[config.mk]
export PLATFORM = sky130hd
export DESIGN_NAME = tone_bank
export DESIGN_NICKNAME = d
export VERILOG_FILES = /design/src/rtl/tone_bank.sv
export SDC_FILE = /design/constraint.sdc
export NUM_CORES = 1
export LEC_CHECK = 0
export ABC_AREA = 1
export CAP_MARGIN = 20
export CORE_MARGIN = 2
export CORE_UTILIZATION = 38
export CTS_BUF_LIST = sky130_fd_sc_hd__clkbuf_16
export DETAILED_ROUTE_END_ITERATION = 8
export REMOVE_ABC_BUFFERS = 1
export SKIP_LAST_GASP = 1
export SYNTH_ARGS = -nofsm -noshare
export SYNTH_HDL_FRONTEND = slang
export SYNTH_SLANG_ARGS = --single-unit
[constraint.sdc]
create_clock -name clk -period 5.2 [get_ports clk]
set_input_delay 0.78 -clock clk [delete_from_list [all_inputs] [get_ports clk]]
set_output_delay 0.78 -clock clk [all_outputs]
set_load 0.02 [all_outputs]
[src/rtl/tone_bank.sv]
// Multi-channel square-wave tone generator: per-channel half-period register,
// down-counter and phase bit, all stepped by a shared prescaler tick.
module tone_lane #(
  parameter int W       = 10,
  parameter bit RESTART = 1'b0
) (
  input  logic         clk,
  input  logic         reset,
  input  logic         tick,
  input  logic         wr_sel,
  input  logic [W-1:0] wr_data,
  output logic         out
);
  logic [W-1:0] per, cnt;
  logic         ph, run;

  // Periods of 0 and 1 park the channel: flat high output, counter parked at 0.
  assign run = (per > W'(1));
  assign out = run ? ph : 1'b1;

  always_ff @(posedge clk or posedge reset) begin
    if (reset) begin
      per <= '0;
      cnt <= '0;
      ph  <= 1'b0;
    end else begin
      if (run) begin
        if (tick) begin
          if (cnt == '0) begin
            cnt <= per - W'(1);
            ph  <= ~ph;
          end else begin
            cnt <= cnt - W'(1);
          end
        end
      end else begin
        cnt <= '0;
      end
      // Later assignments win, so a restarting write overrides the tick step.
      if (wr_sel) begin
        per <= wr_data;
        if (RESTART) begin
          cnt <= '0;
          ph  <= 1'b0;
        end
      end
    end
  end
endmodule

module tone_bank #(
  parameter int CHANNELS         = 3,
  parameter int COUNTER_BITS     = 10,
  parameter bit RESTART_ON_WRITE = 1'b0,
  localparam int ADDR_BITS       = (CHANNELS > 1) ? $clog2(CHANNELS) : 1
) (
  input  logic                    clk,
  input  logic                    reset,
  input  logic                    tick,
  input  logic                    wr_en,
  input  logic [ADDR_BITS-1:0]    wr_addr,
  input  logic [COUNTER_BITS-1:0] wr_data,
  output logic [CHANNELS-1:0]     out
);
  logic [CHANNELS-1:0] wr_sel;

  // Out-of-range addresses never match a lane, so such writes are dropped.
  for (genvar i = 0; i < CHANNELS; i++) begin : g_lane
    assign wr_sel[i] = wr_en && (wr_addr == ADDR_BITS'(i));

    tone_lane #(
      .W       (COUNTER_BITS),
      .RESTART (RESTART_ON_WRITE)
    ) u_lane (
      .clk     (clk),
      .reset   (reset),
      .tick    (tick),
      .wr_sel  (wr_sel[i]),
      .wr_data (wr_data),
      .out     (out[i])
    );
  end
endmodule
==> flow_metrics.tcl <==
set metrics [dict create \
    arrival_ns 2.27 \
    cp_slowest_stage_delay_ns 0.59 \
    nNetsFinal 634 \
    crit_fanout 11 \
    drc 0 \
    cts.sinks 63 \
    synth.yosys.seq_area_share_pct 38.50 \
    min_delay_path_depth 2 \
    root_buffer "clkbuf_16" \
    antenna-diode-count 0 \
    grt_pass1_wl_um 16830 \
    worstPathRequired_ns 4.42 \
    synth-edff-count 0 \
    synthesis.area_um2 4095 \
    worst_r2r_path_depth 9 \
    grt_max_degree 64 \
    rsz0062_at_grt "false" \
    worstReg2RegStart "g_lane[1].u_lane.cnt[0]" \
    floorplan.initialDensity_pct 39.32 \
    ys_seq_elements 63 \
    status "finished, final reports clean" \
    drtAntennaViolNets 0 \
    via_count 3642 \
    most-common-layout-cells "173 x nand2_1, 76 x nand3_1, 68 x inv_1, 63 x dfrtp_1, 58 x nor2_1" \
    yosys.cell_types.count 34 \
    synthFlopType "dfrtp_1" \
    cts_setup_buffers 0 \
    path_clk_slew_ns 0.06 \
    totalWireLength_um 9432 \
    die_h_um 107.8 \
    layout_worst_path_cycle_share_pct 58.74 \
    cp_slowest_cell "clkdlybuf4s50_1" \
    hold_path_class "reg2reg" \
    cts-htree-levels 3 \
    insertion_delay_ns 0.33 \
    drive_gt1_share_pct 9.772 \
    coreArea_um2 10420 \
    p_per_area_nw_per_um2 506.1 \
    tightest_slew_ns 0.8297 \
    row_count 37 \
    drtIter0Drc 229 \
    cts_buffers 9 \
    setup_viol 0 \
    cts_tree "done" \
    layout_commonest_cell "nand2_1" \
    async_reset_ff_share_pct 100.0 \
    fin_tns_setup_ns 0 \
    start_kind "flip-flop" \
    finalPower_mw 2.384 \
    yosysWarnings 0 \
    drv_slew 0 \
    period_needed_ns 3.054 \
    grt_pass1_vias 3590 \
    cts_max_path_buffers 2 \
    crit_start "g_lane[2].u_lane.per[0]" \
    ir_worst_vdd_uv 269.2 \
    die_area_um2 11620 \
    maxCapViolCount 0 \
    gp_congestion 0.8573 \
    first_pass_iters 4 \
    grt_usage_pct 18.14 \
    worstHoldStart "g_lane[1].u_lane.per[4]" \
    antenna_found_initial 0 \
    grt-ovfl-total 0 \
    leakage_nw 2.323 \
    syn2layout_area_growth_pct 15.03 \
    dp_hpwl_um 6928 \
    io_buffers 18 \
    wire_per_inst_um 12.58 \
    worstSetupPathType "reg2out" \
    syn_avg_cell_area_um2 6.929 \
    crit_path_end_kind "output port" \
    cts-hold-fix-buffers 0 \
    r2r_slack_ns 3.54 \
    slew-limit-headroom_pct 44.69 \
    postCtsResizedCells 0 \
    hold_viol 0 \
    skew_ns 0.008659 \
    path_cells "inv_1 -> ha_1 -> inv_1 -> nand2_1 -> nand3_1 -> nor2_2 -> inv_2 -> nand2_1 -> clkdlybuf4s50_1" \
    fmax_ghz 0.3274 \
    die_x_um 107.8 \
    viasPerCell 4.856 \
    netlist_instances 591 \
    io_pins 19 \
]
## cell families (layout without fill, tap and decap cells)
kind of cell	count (synthesis)	in the layout	synth area share (%)
flip-flops	63	63	38.50
adder cells (fa/ha/maj)	9	9	2.750
buffers and inverters	96	119	9.318
AND/OR/NAND/NOR	343	343	37.82
XOR/XNOR	18	18	3.850
AO/OA/AOI/OAI	62	62	7.761
## worst max-delay path, delay by kind of cell, from the launching register on
family        cells  cell delay (ns)
buf+inv           4             0.93
flops             1             0.40
simple gates      4             0.38
fa+ha+maj         1             0.23
## power by group
| part | internal (mW) | switching (mW) | leakage, nW | total [mW] |
|---|---|---|---|---|
| Clock | 0.420 | 0.230 | 0.152 | 0.650 |
| Combinational | 0.358 | 0.587 | 1.38 | 0.946 |
| Sequential | 0.639 | 0.149 | 0.789 | 0.788 |
## flip-flops by register name, indices dropped and copies added, names as in the netlist
register	flops
g_lane.u_lane.cnt	30
g_lane.u_lane.ph	3
g_lane.u_lane.per	30
## final timing paths
kind                                            to
setup / recovery                            out[2]
hold / removal             g_lane[1].u_lane.per[4]
setup reg to reg           g_lane[1].u_lane.cnt[7]
hold reg to reg            g_lane[1].u_lane.per[4]
max in group asynchronous  g_lane[0].u_lane.per[0]
min in group asynchronous  g_lane[2].u_lane.cnt[3]
## metal layers
layer / wire length (um) / share of wire (%) / vias up / GRT usage (%)
met5: 0 / 0 / - / 0
met1: 4684 / 50 / 1693 / 24.65
met2: 4404 / 47 / 49 / 30.32
met3: 225 / 2.4 / 10 / 2.421
li1: - / - / 1890 / -
met4: 117 / 1.2 / 0 / 4.945
## synth_stat cells (2+ instances only)
master	number	area (um2)
nor2_2	8	50.05
nand4_1	2	12.51
a21oi_1	4	20.02
clkbuf_1	6	22.52
nand2_2	4	25.02
nor2_4	10	112.6
nand3b_1	3	22.52
or2_1	2	12.51
inv_1	69	259.0
xnor2_1	2	17.52
o21ai_1	15	75.07
nor2_1	58	217.7
buf_4	3	22.52
nand2_1	173	649.4
dfrtp_1	63	1577
inv_2	13	48.80
o21ai_0	41	205.2
xor2_1	16	140.1
nand3_1	76	380.4
ha_1	9	112.6
## through the flow
step / util (%) / std cells / hold WS, ns / worst slack, ns / cell area, um2
final: 45.23 / 750 / 0.5113 / 2.146 / 4711
after global routing: 45.23 / 750 / 0.5512 / 1.973 / 4711
after CTS: 45.23 / 750 / 0.5213 / 2.125 / 4711
after detailed placement: 42.13 / 734 / 0.5078 / 2.494 / 4388
after global placement: 42.13 / 734 / 0.4970 / 2.553 / 4388
after floorplan: - / 579 / 0.4739 / 2.850 / 4030
## layout make-up
class / instances / area (um2)
Inverter: 84 / 316.6
Clock buffer: 9 / 225.2
Tap cell: 136 / 170.2
Sequential cell: 63 / 1577
Timing Repair Buffer: 19 / 187.7
Multi-Input combinational cell: 432 / 2137
Clock inverter: 7 / 97.59
Fill cell: 1068 / 5705
Note: power is estimated with default switching activity, not from simulation.
